===== config.mk =====
export PLATFORM = sky130hd
export DESIGN_NAME = diff_unit_pipe
export DESIGN_NICKNAME = d
export VERILOG_FILES = /design/src/rtl/diff_unit_pipe.sv
export SDC_FILE = /design/constraint.sdc
export NUM_CORES = 1
export LEC_CHECK = 0
export BUFFER_PORTS_ARGS = -buffer_cell sky130_fd_sc_hd__clkbuf_2
export CORE_ASPECT_RATIO = 0.9
export CORE_MARGIN = 3
export CORE_UTILIZATION = 45
export CTS_BUF_LIST = sky130_fd_sc_hd__clkbuf_8
export DETAILED_ROUTE_END_ITERATION = 10
export GPL_TIMING_DRIVEN = 0
export HOLD_SLACK_MARGIN = 0.1
export PLACE_DENSITY = 0.64
export SLEW_MARGIN = 5
export SYNTH_ARGS = -nofsm -noshare
export SYNTH_HDL_FRONTEND = slang
export SYNTH_SLANG_ARGS = --single-unit

===== constraint.sdc =====
create_clock -name clk -period 10.7 [get_ports clk]
set_input_delay 2.675 -clock clk [delete_from_list [all_inputs] [get_ports clk]]
set_output_delay 2.675 -clock clk [all_outputs]
set_load 0.05 [all_outputs]

===== src/rtl/diff_unit_pipe.sv =====
// Two-stage differing-bit analyser: stage 1 captures A^B and mode, stage 2 captures
// the lowest/highest differing bit index or the Hamming distance.

module diff_unit_enc #(
    parameter int WIDTH = 32,
    parameter int RW    = $clog2(WIDTH) + 1
) (
    input  logic [WIDTH-1:0] x,
    input  logic [1:0]       mode,
    output logic [RW-1:0]    result,
    output logic             none
);
    logic [WIDTH-1:0] iso;
    logic [RW-1:0]    lo_idx;
    logic [RW-1:0]    hi_idx;
    logic [RW-1:0]    cnt;

    // iso is one-hot on the lowest set bit, so OR-ing indices encodes it.
    always_comb begin
        iso    = x & ~(x - WIDTH'(1));
        lo_idx = '0;
        hi_idx = '0;
        cnt    = '0;
        for (int i = 0; i < WIDTH; i++) begin
            if (iso[i]) lo_idx = lo_idx | RW'(i);
            if (x[i])   hi_idx = RW'(i);
            cnt = cnt + RW'(x[i]);
        end
    end

    // All three candidates are zero when x is zero, so none needs no extra muxing.
    always_comb begin
        none = (x == '0);
        case (mode)
            2'b01:   result = hi_idx;
            2'b10:   result = cnt;
            default: result = lo_idx;
        endcase
    end
endmodule

module diff_unit_pipe #(
    parameter  int WIDTH = 32,
    localparam int RW    = $clog2(WIDTH) + 1
) (
    input  logic             clk,
    input  logic             rst_n,
    input  logic             in_valid,
    output logic             in_ready,
    input  logic [WIDTH-1:0] A,
    input  logic [WIDTH-1:0] B,
    input  logic [1:0]       mode,
    output logic             out_valid,
    input  logic             out_ready,
    output logic [RW-1:0]    result,
    output logic             none
);
    logic             s1_valid;
    logic [WIDTH-1:0] s1_x;
    logic [1:0]       s1_mode;
    logic             s2_free;
    logic             accept;
    logic [RW-1:0]    enc_result;
    logic             enc_none;

    assign s2_free  = !out_valid || out_ready;
    assign in_ready = !s1_valid || s2_free;
    assign accept   = in_valid && in_ready;

    // Stage 1 empties whenever stage 2 can take it, and refills on acceptance.
    always_ff @(posedge clk or negedge rst_n) begin
        if (!rst_n) begin
            s1_valid <= 1'b0;
            s1_x     <= '0;
            s1_mode  <= '0;
        end else if (accept) begin
            s1_valid <= 1'b1;
            s1_x     <= A ^ B;
            s1_mode  <= mode;
        end else if (s2_free) begin
            s1_valid <= 1'b0;
        end
    end

    diff_unit_enc #(.WIDTH(WIDTH), .RW(RW)) u_enc (
        .x      (s1_x),
        .mode   (s1_mode),
        .result (enc_result),
        .none   (enc_none)
    );

    always_ff @(posedge clk or negedge rst_n) begin
        if (!rst_n) begin
            out_valid <= 1'b0;
            result    <= '0;
            none      <= 1'b0;
        end else if (s2_free) begin
            out_valid <= s1_valid;
            if (s1_valid) begin
                result <= enc_result;
                none   <= enc_none;
            end
        end
    end
endmodule

==> summary.txt <==
Max-slew violation count = 0
WHS = 0.512 ns
# setup viols final = 0
Worst hold path type = register to register
Fin Setup TNS = 0 ns
CTS root buffer = clkbuf_8
Fin area = 4260 sq um
Post-synthesis cell type count = 58
VDD IR max = 0.000404 V
Critical path arrival = 3.22 ns
Filler Cells Inserted = 771
Synth Warn # = 0
Die height = 91.2 um
Rel. slew slack = 23.1%
CTS buffer count = 5
Run status = finished clean
# rows = 30
Slew @ Worst Pin = 1.15 ns
Sw frac = 49.8%
CP endpoint = in_ready
Routability cong. = 0.992
CTS tree = done
Crit end category = output pin
Fmax = 0.170 GHz
DR WL/cell = 18.5 um
Initial antenna violation count = 0
Worst r2r dst = result[2]$_DFFE_PN0P_
Synthesized Nets = 524
Area growth from synthesis to layout = 17.3%
Initial Util = 47.1%
Total GRT Usage = 25.2%
Area after DPL = 4140 sq um
Psw = 0.884 mW
Reg2reg setup slack = 5.01 ns
Core Area = 7690 sq um
Post-synthesis sequential area ratio = 29.7%
Final Core Density = 55.3%
# hold bufs at CTS = 0
Post-cts resize count = 0
Clock Path Buffers = 2
Clk_skew = 0.00496 ns
Final Critical Period = 5.90 ns
Final Hold Vio Count = 0
Vias in the first global route = 3,347
Final ANT Viol Nets = 0
Largest net degree at the start of global routing = 44
RSZ-0062 raised after global routing = no
Via count = 3,415
DRT iter0 DRCs = 237
Gr ovfl total = 0
H-tree depth = 2
IO buf count = 78
Clk sinks = 43
HPWL after DPL = 9080 um
Reg power frac = 13.3%
Storage cell area = 1080 sq um
Die Wd = 101 um
First-pass GRT wire length = 17,700 um
Final worst path period share = 55.1%
Multi-input logic area = 2280 sq um
Clock Latency Late Sink = 0.30 ns
Synthesized flop and latch total = 43
Required @ worst endpoint = 8.03 ns
EDFF count, synth = 0
Average size of a mapped cell = 8.68 sq um
Routed vias/inst = 5.69
Pleak = 1.97 nW
Final net count = 609
Crit Path Class = input pin to output pin
Primary FF master, synth = dfrtp_1
Fraction of layout cells with a size suffix above 1 = 19.6%
Post-synth ARST share = 100%
Clk slew on worst S/H paths = 0.09 ns
Synthesized area = 3630 sq um
Antenna Diode Count = 0
Pwr dens = 417 nW/um^2
Final wirelength = 11,100 um
Reg2reg start = s1_x[1]$_DFFE_PN0P_
Die area = 9170 sq um
Critical Path Start = out_ready
Setup bufs post-CTS = 0
CP startpoint kind = input pin
TritonRoute pass-1 iters = 4
Num ports = 79
CP Max Fanout = 3
Combinational Power Share = 79.0%
Int Pwr = 0.890 mW
Clock Power Share = 7.7%
Worst reg2reg path depth = 17
DRC = 0
Max-Cap Viols = 0
Syn Inst Count = 418
[per-stage QoR]
| step | setup slack, ns | total power, mW | std cells |
|---|---|---|---|
| 3_3_place_gp | 4.81 | 1.60 | 592 |
| 6_report | 4.80 | 1.77 | 600 |
| 5_1_grt | 4.74 | 1.98 | 600 |
| 2_1_floorplan | 4.86 | 1.26 | 418 |
| 4_1_cts | 4.78 | 1.80 | 600 |
| 3_5_place_dp | 4.79 | 1.65 | 592 |
[power groups by stage]
stage                     Combinational (mW)  Clock, mW  Sequential, mW
after CTS                               1.42      0.139           0.234
after global routing                    1.59      0.144           0.241
final                                   1.40      0.137           0.236
after global placement                  1.36          0           0.236
after floorplan                        0.995          0           0.264
after detailed placement                1.42          0           0.238
[routing by layer]
metal	wire, um	GRT usage [%]	vias to the layer above	part of all wire [%]
li1	-	-	1624	-
met3	709	3.92	13	6.4
met5	0	0	-	0
met2	5130	39.2	107	46
met1	5170	37.4	1671	46
met4	123	4.15	0	1.1
[sequential cells by signal, indices dropped and copies added (netlist names)]
| name | flops |
|---|---|
| s1_valid | 1 |
| none | 1 |
| s1_mode | 2 |
| result | 6 |
| s1_x | 32 |
| out_valid | 1 |
[worst max-delay path: stages]
cell and delay [ns]:
clkbuf_2 0.08, nand3b_1 0.20, clkbuf_2 0.27
[worst min path at each step]
stage | startpoint | endpoint | slack [ns] | cells past startpoint
finish | result[5]$_DFFE_PN0P_ | result[5]$_DFFE_PN0P_ | 0.51 | 2
global placement | none$_DFFE_PN0P_ | none$_DFFE_PN0P_ | 0.47 | 2
global route | result[5]$_DFFE_PN0P_ | result[5]$_DFFE_PN0P_ | 0.53 | 2
floorplan | s1_valid$_DFFE_PN0P_ | out_valid$_DFFE_PN0N_ | 0.47 | 1
detailed placement | none$_DFFE_PN0P_ | none$_DFFE_PN0P_ | 0.49 | 2
CTS | none$_DFFE_PN0P_ | none$_DFFE_PN0P_ | 0.51 | 2
[Yosys cell counts, types with 3 or more instances]
| library cell | n | area [sq um] |
|---|---|---|
| nand3b_1 | 3 | 22.5 |
| nand4_1 | 4 | 25.0 |
| dfrtp_1 | 43 | 1080 |
| nand2_1 | 23 | 86.3 |
| nand3_1 | 6 | 30.0 |
| xor2_1 | 24 | 210 |
| buf_1 | 3 | 11.3 |
| inv_1 | 50 | 188 |
| a221oi_1 | 3 | 26.3 |
| nand2b_1 | 7 | 43.8 |
| clkbuf_1 | 11 | 41.3 |
| o21ai_0 | 23 | 115 |
| nor4_1 | 12 | 75.1 |
| a21oi_1 | 38 | 190 |
| a21boi_0 | 3 | 22.5 |
| o21a_1 | 3 | 22.5 |
| a31oi_1 | 8 | 50.1 |
| nor2_1 | 42 | 158 |
| ha_1 | 12 | 150 |
| fa_1 | 24 | 480 |
| nor2b_1 | 3 | 18.8 |
| xnor2_1 | 10 | 87.6 |
| nor3_1 | 10 | 50.1 |
[cell type report]
type | instances | area share (%)
multi-input cells | 307 | 53.6
flip-flops and latches | 43 | 25.3
repair buffers | 78 | 9.17
inverters | 50 | 4.41
well taps | 96 | 2.82
clock buffers | 6 | 1.94
plain buffers | 18 | 1.91
clock inverters | 2 | 0.823
[layout by cell type, fill, tap and decap left out, types with 3 or more instances in the layout]
| master | count |
|---|---|
| clkbuf_2 | 78 |
| inv_1 | 50 |
| dfrtp_1 | 43 |
| nor2_1 | 42 |
| a21oi_1 | 38 |
| xor2_1 | 24 |
| fa_1 | 24 |
| nand2_1 | 23 |
| o21ai_0 | 23 |
| nor4_1 | 12 |
| ha_1 | 12 |
| clkbuf_1 | 11 |
| nor3_1 | 10 |
| xnor2_1 | 10 |
| a31oi_1 | 8 |
| nand2b_1 | 7 |
| nand3_1 | 6 |
| clkbuf_8 | 6 |
| nand4_1 | 4 |
| nand3b_1 | 3 |
| buf_1 | 3 |
| nor2b_1 | 3 |
| o21a_1 | 3 |
| a221oi_1 | 3 |
| a21boi_0 | 3 |
[cells by family (layout without fill, tap and decap cells)]
family | count (synthesis) | after routing | synth area share (%)
XOR/XNOR | 34 | 34 | 8.21
buffers and inverters | 68 | 154 | 7.42
flip-flops | 43 | 43 | 29.7
adder cells (fa/ha/maj) | 36 | 36 | 17.4
AND/OR/NAND/NOR | 128 | 128 | 18.1
multiplexers | 2 | 2 | 0.621
AO/OA/AOI/OAI | 107 | 107 | 18.6
Note: power is estimated with default switching activity, not from simulation.
